`src/rtl/tt_input_debounce.sv`:
```
// tt_input_debounce: synchronizes, debounces and edge-detects the user
// switch/button inputs, and buffers one change event for a downstream consumer.
// Latency: SYNC_STAGES + STABLE_TICKS - 1 edges from raw_in to outputs with
// sample_en held high.
// Backpressure: single-entry event buffer. A change arriving while an event is
// pending sets evt_overflow. It is merged into the pending event when
// INPUT_DEBOUNCE_MERGE_EN is defined, and dropped from the event path otherwise.
//
// Optional feature macro: INPUT_DEBOUNCE_MERGE_EN (undefined by default).
//
// Ports:
//   clk, reset        tile clock; asynchronous active-high reset
//   sample_en         debounce sample tick, qualifies counting
//   raw_in            asynchronous switch inputs
//   state_out         debounced level
//   rise_pulse        one-cycle pulse per bit on a debounced 0->1 transition
//   fall_pulse        one-cycle pulse per bit on a debounced 1->0 transition
//   evt_valid/ready   change-event handshake
//   evt_state         snapshot of state_out at the event
//   evt_rise/fall     accumulated rise/fall masks of the event
//   evt_overflow      a change arrived while the event was pending
module tt_input_debounce #(
  parameter int WIDTH        = 8,
  parameter int SYNC_STAGES  = 2,
  parameter int STABLE_TICKS = 4
) (
  input  logic             clk,
  input  logic             reset,
  input  logic             sample_en,
  input  logic [WIDTH-1:0] raw_in,
  output logic [WIDTH-1:0] state_out,
  output logic [WIDTH-1:0] rise_pulse,
  output logic [WIDTH-1:0] fall_pulse,
  output logic             evt_valid,
  input  logic             evt_ready,
  output logic [WIDTH-1:0] evt_state,
  output logic [WIDTH-1:0] evt_rise,
  output logic [WIDTH-1:0] evt_fall,
  output logic             evt_overflow
);

  // A synchronizer shallower than two flops is not metastability-safe.
  // Such a request is clamped rather than honoured.
  localparam int NS = (SYNC_STAGES < 2) ? 2 : SYNC_STAGES;
  localparam int CW = $clog2(STABLE_TICKS + 1);
  localparam logic [CW-1:0] LAST = CW'(STABLE_TICKS - 1);
  localparam logic [CW-1:0] ONE  = CW'(1);

  logic [NS-1:0][WIDTH-1:0] r_sync;
  logic [WIDTH-1:0][CW-1:0] r_cnt;
  logic [WIDTH-1:0]         r_state;
  logic [WIDTH-1:0]         r_rise;
  logic [WIDTH-1:0]         r_fall;
  logic                     r_evt_valid;
  logic [WIDTH-1:0]         r_evt_state;
  logic [WIDTH-1:0]         r_evt_rise;
  logic [WIDTH-1:0]         r_evt_fall;
  logic                     r_evt_overflow;

  logic [WIDTH-1:0]         w_sync;
  logic [WIDTH-1:0][CW-1:0] w_cnt_nxt;
  logic [WIDTH-1:0]         w_tog;
  logic [WIDTH-1:0]         w_state_nxt;
  logic [WIDTH-1:0]         w_rise;
  logic [WIDTH-1:0]         w_fall;
  logic                     w_change;
  logic                     w_accept;

  // ---------------------------------------------------------------------------
  // Synchronizer chain: stage 0 captures raw_in, the last stage feeds debounce.
  // ---------------------------------------------------------------------------
  always_ff @(posedge clk or posedge reset) begin
    if (reset) begin
      r_sync <= '0;
    end else begin
      r_sync[0] <= raw_in;
      for (int s = 1; s < NS; s++) begin
        r_sync[s] <= r_sync[s-1];
      end
    end
  end

  assign w_sync = r_sync[NS-1];

  // ---------------------------------------------------------------------------
  // Per-bit debounce counters.
  // The counter measures how many consecutive ticks the synchronized input has
  // disagreed with the debounced level. Any agreement, even between ticks,
  // restarts the count, so a bounce never accumulates toward a flip.
  // ---------------------------------------------------------------------------
  always_comb begin
    w_tog     = '0;
    w_cnt_nxt = r_cnt;
    for (int i = 0; i < WIDTH; i++) begin
      if (w_sync[i] == r_state[i]) begin
        w_cnt_nxt[i] = '0;
      end else if (sample_en) begin
        if (r_cnt[i] == LAST) begin
          w_tog[i]     = 1'b1;
          w_cnt_nxt[i] = '0;
        end else begin
          w_cnt_nxt[i] = r_cnt[i] + ONE;
        end
      end
    end
  end

  assign w_state_nxt = r_state ^ w_tog;
  assign w_rise      = w_tog & ~r_state;
  assign w_fall      = w_tog &  r_state;
  assign w_change    = |w_tog;
  assign w_accept    = r_evt_valid & evt_ready;

  always_ff @(posedge clk or posedge reset) begin
    if (reset) begin
      r_cnt   <= '0;
      r_state <= '0;
      r_rise  <= '0;
      r_fall  <= '0;
    end else begin
      r_cnt   <= w_cnt_nxt;
      r_state <= w_state_nxt;
      r_rise  <= w_rise;
      r_fall  <= w_fall;
    end
  end

  // ---------------------------------------------------------------------------
  // Single-entry event buffer.
  // The buffer is fed from the same-cycle toggle vector, not from the
  // registered pulses. This makes evt_valid rise on the same edge as
  // state_out and the pulses. The accept decision uses only registered
  // evt_valid, so evt_ready never reaches an output combinationally.
  // ---------------------------------------------------------------------------
  always_ff @(posedge clk or posedge reset) begin
    if (reset) begin
      r_evt_valid    <= 1'b0;
      r_evt_state    <= '0;
      r_evt_rise     <= '0;
      r_evt_fall     <= '0;
      r_evt_overflow <= 1'b0;
    end else if (w_change && (!r_evt_valid || evt_ready)) begin
      // Buffer is free, or is draining this edge: load a fresh event.
      r_evt_valid    <= 1'b1;
      r_evt_state    <= w_state_nxt;
      r_evt_rise     <= w_rise;
      r_evt_fall     <= w_fall;
      r_evt_overflow <= 1'b0;
    end else if (w_change) begin
      // Event pending and stalled: the consumer must learn it missed a change.
`ifdef INPUT_DEBOUNCE_MERGE_EN
      r_evt_state    <= w_state_nxt;
      r_evt_rise     <= r_evt_rise | w_rise;
      r_evt_fall     <= r_evt_fall | w_fall;
`endif
      r_evt_overflow <= 1'b1;
    end else if (w_accept) begin
      // Masks are left stale; they carry no meaning while evt_valid is low.
      r_evt_valid    <= 1'b0;
      r_evt_overflow <= 1'b0;
    end
  end

  assign state_out    = r_state;
  assign rise_pulse   = r_rise;
  assign fall_pulse   = r_fall;
  assign evt_valid    = r_evt_valid;
  assign evt_state    = r_evt_state;
  assign evt_rise     = r_evt_rise;
  assign evt_fall     = r_evt_fall;
  assign evt_overflow = r_evt_overflow;

endmodule

```
`config.mk`:
```
export PLATFORM = sky130hd
export DESIGN_NAME = tt_input_debounce
export DESIGN_NICKNAME = d
export VERILOG_FILES = /design/src/rtl/tt_input_debounce.sv
export SDC_FILE = /design/constraint.sdc
export NUM_CORES = 1
export LEC_CHECK = 0
export BUFFER_PORTS_ARGS = -buffer_cell sky130_fd_sc_hd__buf_4
export CAP_MARGIN = 20
export CORE_UTILIZATION = 55
export DETAILED_ROUTE_END_ITERATION = 12
export GPL_TIMING_DRIVEN = 0
export PLACE_DENSITY = 0.79
export SLEW_MARGIN = 40
export SYNTH_ARGS = -nofsm -noshare
export SYNTH_HDL_FRONTEND = slang
export SYNTH_SLANG_ARGS = --single-unit
```
`constraint.sdc`:
```
create_clock -name clk -period 3.4 [get_ports clk]
set_input_delay 0.17 -clock clk [delete_from_list [all_inputs] [get_ports clk]]
set_output_delay 0.17 -clock clk [all_outputs]
set_load 0.01 [all_outputs]
```
==> results.sh, run 1 <==
export IMPL_ys_seq_area_frac=0.630
export IMPL_yosysTopAreaCell="dfrtp_1"
export IMPL_ys_warn_count=0
export IMPL_wl_per_cell_um=14.8
export IMPL_critPathMaxFanout=10
export IMPL_multi_input_area_um2=1280
export IMPL_grt_total_usage=0.204
export IMPL_die_w_um=82.6
export IMPL_reg2reg_slack_ns=1.16
export IMPL_detail_route_antenna_nets=0
export IMPL_row_count=29
export IMPL_setup_violations=0
export IMPL_finalHoldViolCount=0
export IMPL_finalPower_mw=2.92
export IMPL_post_cts_buffers=0
export IMPL_setup_worst_path_start="r_cnt[12]"
export IMPL_yosys_top_cells_count="90 x dfrtp_1, 20 x mux2_4, 19 x nor2_1, 16 x nand2_1, 16 x nor3b_1"
export IMPL_worst_clock_skew_ns=0.00669
export IMPL_critPathArrivalTime_ns=2.49
export IMPL_synth_area_um2=3570
export IMPL_wl_um=6030
export IMPL_numCtsBuffers=9
export IMPL_viasPerCell=5.10
export IMPL_grt_pass1_wl_um=9720
export IMPL_fill_cells=451
export IMPL_dr_first_iter_drc_count=112
export IMPL_critPathLaunchType="flip-flop"
export IMPL_ys_seq_elements=90
export IMPL_port_buffers=61
export IMPL_fin_crit_sh=0.660
export IMPL_diodes=0
export IMPL_grt_overflow_total=0
export IMPL_max_cap_violations=0
export IMPL_worst_pin_slew_ns=0.717
export IMPL_outcome="completed"
export IMPL_slew_limit_headroom=0.522
export IMPL_grt_busiest_layer="met2"
export IMPL_p_leak_nw=2.24
export IMPL_rsz0062_at_grt="false"
export IMPL_start_util=0.566
export IMPL_place_hpwl_um=4020
export IMPL_ys_flop_type="dfrtp_1"
export IMPL_finalMaxSlewViolations=0
export IMPL_cts_root_buf="clkbuf_8"
export IMPL_gp_congestion=0.719
export IMPL_ios=62
export IMPL_core_um2=6310
export IMPL_synth_top_area_frac=0.630
export IMPL_clock_sinks=90
export IMPL_die_height_um=82.6
export IMPL_die_area_um2=6820
export IMPL_drt_first_pass_iters=4
export IMPL_grt_pass1_vias=2030
export IMPL_clkTransAtPathRegs_ns=0.08
export IMPL_synthCells=243
export IMPL_nets=346
export IMPL_hold_path_startpoint="sample_en"
export IMPL_clock_latency_ns=0.36
export IMPL_cts_tree="built"
export IMPL_fmax_ghz=0.446
export IMPL_yosys_top_cells_area="dfrtp_1 63%, mux2_4 8.4%, mux2_2 3.8%"
export IMPL_ir_drop_mv=0.448
export IMPL_drc_errors=0
export IMPL_met3_usage=0.0659
export IMPL_syn_avg_cell_area_um2=14.7
export IMPL_synthesis_nets=263
export IMPL_utilization=0.705
export IMPL_timing_rr_start="r_cnt[12]"
export IMPL_synthMostInstantiatedCell="dfrtp_1"
export IMPL_route_vias_total=2082
export IMPL_regArea_um2=2250
export IMPL_syn2layout_area_growth_pct=24.5
export IMPL_synth_edf_count=0
export IMPL_yosysUniqueCellTypes=29
export IMPL_power_density_nw_per_um2=657
export IMPL_min_period_ns=2.24
export IMPL_end_kind="flip-flop"
export IMPL_async_flop_share=1.00
export IMPL_path_class="reg -> reg"
export IMPL_cts_buffer_depth=2
export IMPL_drive_gt1_frac=0.378
export IMPL_grt_use_met1=0.279
export IMPL_htree_levels=3
export IMPL_met2_usage=0.298
export IMPL_hold_path_class="in -> reg"
export IMPL_cts_resized=0
export IMPL_antenna_found_initial=0
export IMPL_cp_required_ns=3.64
export IMPL_grt_max_degree=63
-- per-stage QoR --
stage	TNS (ns)	instance area, um2	setup WS, ns	hold WS [ns]	instances
floorplan	0	3570	0.895	0.201	243
global placement	-4.11	4130	-0.0503	0.279	381
detailed placement	0	4160	1.14	0.153	382
CTS	0	4450	1.14	0.254	408
global route	0	4450	1.03	0.257	408
finish	0	4450	1.16	0.264	408
-- registers in the layout (all words and copies together), names as in the netlist --
name          cells
r_cnt            24
evt_fall          8
evt_rise          8
evt_state         8
fall_pulse        8
r_sync            8
rise_pulse        8
state_out         8
w_sync            8
evt_overflow      1
evt_valid         1
-- power breakdown --
group          leakage, nW  internal [mW]  total, mW  switching (mW)
Sequential            1.20           1.26       1.41           0.153
Combinational        0.953          0.447      0.831           0.383
Clock               0.0944          0.323      0.680           0.357
Total                 2.24           2.03       2.92           0.893
-- worst max-delay path, stage by stage (launching register included) --
cell and delay [ns]:
dfrtp_1 0.40, ha_1 0.21, nand3b_1 0.24, nor2b_4 0.08, a2111oi_4 0.48, a21oi_4 0.19, buf_6 0.22, mux2_4 0.31
-- path summary, 6_finish.rpt --
kind,cells after the start,to
worst max register to register,7,evt_rise[0]
worst max-delay path,7,evt_rise[0]
min in group asynchronous,3,evt_rise[0]
worst min register to register,0,w_sync[6]
max in group asynchronous,4,fall_pulse[7]
worst min-delay path,3,rise_pulse[7]
-- what timing repair did --
item,in CTS,in global routing
endpoints found under the hold margin,37,0
hold buffers,10,0
endpoints found under the setup margin,0,0
-- cells in the final DEF (no fill, tap or decap) --
| master | n |
|---|---|
| nor2b_4 | 1 |
| inv_6 | 1 |
| mux2_4 | 20 |
| buf_16 | 1 |
| clkinv_2 | 2 |
| or2_2 | 3 |
| a211oi_1 | 1 |
| mux2_2 | 12 |
| a21oi_4 | 1 |
| and3b_1 | 1 |
| nand2_1 | 16 |
| mux2i_1 | 8 |
| a221oi_2 | 1 |
| a21oi_1 | 3 |
| xor2_1 | 6 |
| a2111oi_4 | 1 |
| xnor2_1 | 6 |
| and3_1 | 6 |
| buf_2 | 1 |
| nand2b_1 | 4 |
| dlygate4sd3_1 | 10 |
| nand3b_2 | 2 |
| clkinvlp_4 | 2 |
| o22ai_1 | 1 |
| dfrtp_1 | 90 |
| nor2b_1 | 3 |
| xnor2_2 | 2 |
| nor2_1 | 19 |
| ha_1 | 8 |
| clkbuf_8 | 12 |
| buf_6 | 2 |
| nand3b_1 | 6 |
| buf_4 | 61 |
| nor3b_1 | 16 |
| buf_1 | 2 |
-- cell type report --
class / count / area share
Multi-Input combinational cell: 147 / 0.288
Clock buffer: 12 / 0.0371
Sequential cell: 90 / 0.506
Buffer: 5 / 0.00787
Inverter: 1 / 0.00197
Clock inverter: 4 / 0.00562
Tap cell: 77 / 0.0216
Timing Repair Buffer: 72 / 0.132
-- routing by layer --
metal	vias up	wire length [um]	share of wire
met3	9	279	0.046
met4	0	97	0.016
li1	998	-	-
met2	43	2790	0.46
met1	1032	2860	0.47
met5	-	0	0
-- cell families after synthesis --
family,share of synthesized area
flip-flops,0.630
AND/OR/NAND/NOR,0.124
multiplexers,0.144
XOR/XNOR,0.0385
AO/OA/AOI/OAI,0.0245
adder cells (fa/ha/maj),0.0280
buffers and inverters,0.0109
No activity file was read; power rests on OpenSTA's default activity.
==> run 2, diff against run 1 <==
Settings changed: CORE_UTILIZATION 55 to 50, PLACE_DENSITY 0.79 to 0.75.
Clock period 3.4 ns to 1.8 ns, I/O delays scaled along.
==> results.sh, run 2 (same netlist as run 1, synthesis figures left out) <==
export IMPL_wl_per_cell_um=15.6
export IMPL_slowest_delay_ns=0.47
export IMPL_port_buffers=61
export IMPL_numCtsBuffers=9
export IMPL_drive_gt1_frac=0.438
export IMPL_die_area_um2=7490
export IMPL_setup_violations=24
export IMPL_power_density_nw_per_um2=1250
export IMPL_hold_path_class="in -> reg"
export IMPL_layout_commonest_cell="dfrtp_1"
export IMPL_end_kind="flip-flop"
export IMPL_largest_register="r_cnt"
export IMPL_viasPerCell=4.94
export IMPL_wl_um=7020
export IMPL_critPathLaunchType="flip-flop"
export IMPL_slew_limit_headroom=0.516
export IMPL_ios=62
export IMPL_largest_reg_flops=24
export IMPL_finalHoldViolCount=0
export IMPL_min_period_ns=2.11
export IMPL_worst_clock_skew_ns=0.0141
export IMPL_cts_tree="built"
export IMPL_critPathArrivalTime_ns=2.36
export IMPL_row_count=30
export IMPL_ir_drop_mv=0.903
export IMPL_detail_route_antenna_nets=0
export IMPL_cp_required_ns=2.05
export IMPL_drt_first_pass_iters=4
export IMPL_syn2layout_area_growth_pct=35.9
export IMPL_grt_total_usage=0.207
export IMPL_place_ws_ns=-0.379
export IMPL_critPathMaxFanout=5
export IMPL_path_buf_inv=2
export IMPL_p_sw_frac=0.317
export IMPL_fin_crit_sh=1.17
export IMPL_dr_first_iter_drc_count=75
export IMPL_nets=369
export IMPL_worst_slack_ns=-0.313
export IMPL_outcome="finished with violations"
export IMPL_max_cap_violations=0
export IMPL_cts_root_buf="clkbuf_8"
export IMPL_clock_latency_ns=0.37
export IMPL_grt_max_degree=27
export IMPL_antenna_found_initial=0
export IMPL_critPathTopFamily="compound AO/OA/AOI/OAI gates"
export IMPL_crit_chain="ha_2, nand3b_1, nor2b_2, a2111oi_4, a21oi_4, buf_12, buf_12, mux2_4"
export IMPL_clock_power_share=0.236
export IMPL_route_vias_total=2221
export IMPL_violations="negative setup slack"
export IMPL_clock_sinks=90
export IMPL_p_sw_mw=1.93
export IMPL_clkTransAtPathRegs_ns=0.09
export IMPL_path_class="reg -> reg"
export IMPL_grt_overflow_total=0
export IMPL_intPower_mw=4.16
export IMPL_rsz0062_at_grt="true"
export IMPL_p_leak_nw=2.43
export IMPL_htree_levels=3
export IMPL_holdWs_ns=0.155
export IMPL_fmax_ghz=0.473
export IMPL_core_um2=6830
export IMPL_grt_pass1_vias=2254
export IMPL_finalMaxSlewViolations=0
export IMPL_diodes=0
export IMPL_start_util=0.523
export IMPL_worst_pin_slew_ns=0.726
export IMPL_critPathSlowestCell="a2111oi_4"
export IMPL_place_hpwl_um=4300
export IMPL_critPathMostFrequentCell="buf_12"
export IMPL_comb_power_share=0.325
export IMPL_final_cell_mix="90 x dfrtp_1, 77 x buf_4, 21 x mux2_4, 19 x nor2_1"
export IMPL_seqPwrFrac=0.439
export IMPL_drc_errors=0
export IMPL_gp_congestion=0.704
export IMPL_die_w_um=86.5
export IMPL_cts_buffer_depth=2
export IMPL_fill_cells=483
export IMPL_die_height_um=86.5
export IMPL_grt_pass1_wl_um=11400
[run 2: cell types whose count changed in the layout (fill, tap and decap cells not counted), moves of 2 or more]
| cell | delta |
|---|---|
| nand3b_2 | -2 |
| clkbuf_8 | -3 |
| clkinv_2 | -2 |
| buf_12 | +4 |
| buf_16 | +3 |
| ha_2 | +3 |
| buf_4 | +16 |
| ha_1 | -4 |
| inv_6 | +3 |
| nand3b_4 | +2 |
[run 2: layer usage]
metal / vias up / routed length (um) / track usage
li1: 1047 / - / -
met1: 1106 / 3090 / 0.271
met2: 53 / 3450 / 0.327
met3: 15 / 271 / 0.0400
met4: 0 / 214 / 0.111
met5: - / 0 / 0
[run 2: power groups by stage]
stage | Clock, mW | Sequential [mW] | Combinational [mW]
6_report | 1.43 | 2.68 | 1.98
5_1_grt | 1.54 | 2.73 | 2.16
4_1_cts | 1.46 | 2.67 | 1.97
3_5_place_dp | 0 | 2.70 | 1.60
3_3_place_gp | 0 | 2.68 | 1.51
2_1_floorplan | 0 | 2.75 | 0.956
[run 2: final cells by class]
type | count | area, um2 | share of cell area
inverters | 1 | 7.51 | 0.00155
clock buffers | 9 | 124 | 0.0255
plain buffers | 5 | 52.6 | 0.0108
multi-input cells | 147 | 1370 | 0.282
clock inverters | 7 | 81.3 | 0.0167
well taps | 96 | 120 | 0.0247
flip-flops and latches | 90 | 2250 | 0.464
repair buffers | 95 | 851 | 0.175
[run 2: final timing paths]
check                          start      endpoint  slack, ns  cells after the start
max                         r_cnt[4]  evt_state[7]      -0.31                      8
min in group asynchronous      reset   evt_rise[6]       0.23                      3
min                        sample_en      r_cnt[3]       0.15                      4
max reg2reg                 r_cnt[4]  evt_state[7]      -0.31                      8
min reg2reg                r_sync[4]     w_sync[4]       0.36                      0
max in group asynchronous      reset   evt_rise[3]       0.99                      5
[run 2: stage by stage]
step | total power, mW | cells | setup TNS (ns) | area [um2] | util
final | 6.09 | 450 | -6.37 | 4860 | 0.711
after global routing | 6.44 | 450 | -8.11 | 4860 | 0.711
after CTS | 6.09 | 446 | -5.08 | 4830 | 0.708
after detailed placement | 4.30 | 404 | -7.98 | 4260 | 0.624
after global placement | 4.19 | 400 | -7.23 | 4160 | 0.609
after floorplan | 3.70 | 243 | -2.67 | 3580 | -
[run 2: what timing repair did]
| action | 4_1_cts | 5_1_grt |
|---|---|---|
| gates cloned | 2 | 0 |
| hold buffers | 10 | 0 |
| pin swaps | 7 | 4 |
| hold endpoints to repair | 54 | 0 |
| gates resized for setup | 19 | 1 |
| buffers inserted | 17 | 6 |
| setup endpoints to repair | 25 | 25 |
[run 2: tightest hold or removal path, delay by kind of cell]
family | cells | cell delay [ns]
buffers and inverters | 1 | 0.10
and+or+nand+nor | 3 | 0.30
==> run 3, diff against run 2 <==
Settings changed: BUFFER_PORTS_ARGS -buffer_cell sky130_fd_sc_hd__buf_4 to not set, CORE_UTILIZATION 50 to 55, DONT_BUFFER_PORTS set to 1, PLACE_DENSITY 0.75 to 0.73.
==> results.sh, run 3 (same netlist as run 1, synthesis figures left out) <==
export IMPL_p_leak_nw=2.08
export IMPL_place_ws_ns=-0.365
export IMPL_path_class="reg -> reg"
export IMPL_ir_drop_mv=0.793
export IMPL_route_vias_total=1979
export IMPL_finalPower_mw=5.79
export IMPL_drt_first_pass_iters=4
export IMPL_fin_tns_setup_ns=-3.80
export IMPL_power_density_nw_per_um2=1320
export IMPL_reg2reg_slack_ns=-0.18
export IMPL_end_kind="flip-flop"
export IMPL_layout_commonest_cell="dfrtp_1"
export IMPL_largest_register="r_cnt"
export IMPL_fin_cells=364
export IMPL_finalMaxSlewViolations=0
export IMPL_row_count=29
export IMPL_drive_gt1_frac=0.352
export IMPL_gp_congestion=0.711
export IMPL_worst_pin_slew_ns=0.682
export IMPL_outcome="finished with violations"
export IMPL_dr_first_iter_drc_count=93
export IMPL_clock_sinks=90
export IMPL_fill_cells=442
export IMPL_setup_violations=24
export IMPL_fin_crit_sh=1.10
export IMPL_clock_latency_ns=0.35
export IMPL_grt_max_degree=27
export IMPL_core_um2=6310
export IMPL_finalHoldViolCount=0
export IMPL_critPathLaunchType="flip-flop"
export IMPL_place_inst=324
export IMPL_worst_clock_skew_ns=0.0102
export IMPL_dpl_cell_area_um2=3790
export IMPL_hold_path_class="in -> reg"
export IMPL_rsz0062_at_grt="true"
export IMPL_port_buffers=0
export IMPL_detail_route_antenna_nets=0
export IMPL_violations="negative setup slack"
export IMPL_cts_buffer_depth=2
export IMPL_worst_slack_ns=-0.180
export IMPL_die_height_um=82.6
export IMPL_viasPerCell=5.44
export IMPL_wl_per_cell_um=16.7
export IMPL_cp_required_ns=2.04
export IMPL_max_cap_violations=0
export IMPL_drc_errors=0
export IMPL_grt_overflow_total=0
export IMPL_min_period_ns=1.98
export IMPL_die_w_um=82.6
export IMPL_diodes=0
export IMPL_die_area_um2=6820
export IMPL_ios=62
export IMPL_nets=302
export IMPL_clkTransAtPathRegs_ns=0.08
export IMPL_grt_pass1_wl_um=9400
export IMPL_grt_pass1_vias=1951
export IMPL_largest_reg_flops=24
export IMPL_slew_limit_headroom=0.546
export IMPL_cts_tree="built"
export IMPL_critPathMaxFanout=10
export IMPL_r2r_cells=6
export IMPL_syn2layout_area_growth_pct=23.0
export IMPL_numCtsBuffers=9
export IMPL_place_hpwl_um=3910
export IMPL_grt_total_usage=0.194
export IMPL_cts_root_buf="clkbuf_8"
export IMPL_wl_um=6070
export IMPL_htree_levels=3
export IMPL_fmax_ghz=0.505
export IMPL_critPathArrivalTime_ns=2.22
export IMPL_utilization=0.696
export IMPL_min_path_cells=3
export IMPL_holdWs_ns=0.117
export IMPL_final_cell_mix="85 x dfrtp_1, 20 x mux2_4, 19 x nor2_1, 16 x nor3b_1, 16 x nand2_1"
export IMPL_fin_area_um2=4400
export IMPL_start_util=0.566
export IMPL_antenna_found_initial=0
[run 3: layout make-up]
cell class	instances	area, um2	area share
flip-flops and latches	90	2260	0.514
multi-input cells	147	1440	0.327
repair buffers	28	319	0.0726
clock buffers	10	138	0.0313
well taps	77	96.3	0.0219
clock inverters	6	88.8	0.0202
plain buffers	5	52.6	0.0120
inverters	1	7.51	0.00171
[run 3: repair_timing]
action,in CTS,in global routing
setup buffers,12,3
pin swaps,7,1
setup endpoints to repair,24,25
endpoints found under the hold margin,81,0
hold buffers,10,0
gates resized for setup,21,11
[run 3: final timing paths]
check                             start            end
max                        state_out[4]    evt_rise[7]
max reg2reg                state_out[4]    evt_rise[7]
max in group asynchronous         reset   state_out[2]
min reg2reg                   r_sync[0]      w_sync[0]
min in group asynchronous         reset    evt_rise[4]
min                           sample_en  rise_pulse[1]
[run 3: worst max-delay path, cell delays in order (launching register included)]
cell       delay [ns]
dfrtp_2          0.47
xor2_2           0.18
nor2b_4          0.14
a2111oi_4        0.40
a21oi_4          0.17
buf_12           0.20
mux2_4           0.30
[run 3: routing by layer]
metal,vias up,global-route usage,share of wire
met5,-,0,0
met4,0,0.0931,0.018
met3,10,0.0516,0.054
met2,60,0.312,0.49
met1,1008,0.245,0.44
li1,901,-,-
[run 3: report_power, final]
part	switching, mW	total, mW	internal, mW	leakage (nW)
logic	0.626	1.44	0.810	0.785
registers	0.446	2.84	2.39	1.19
clock network	0.697	1.52	0.822	0.109
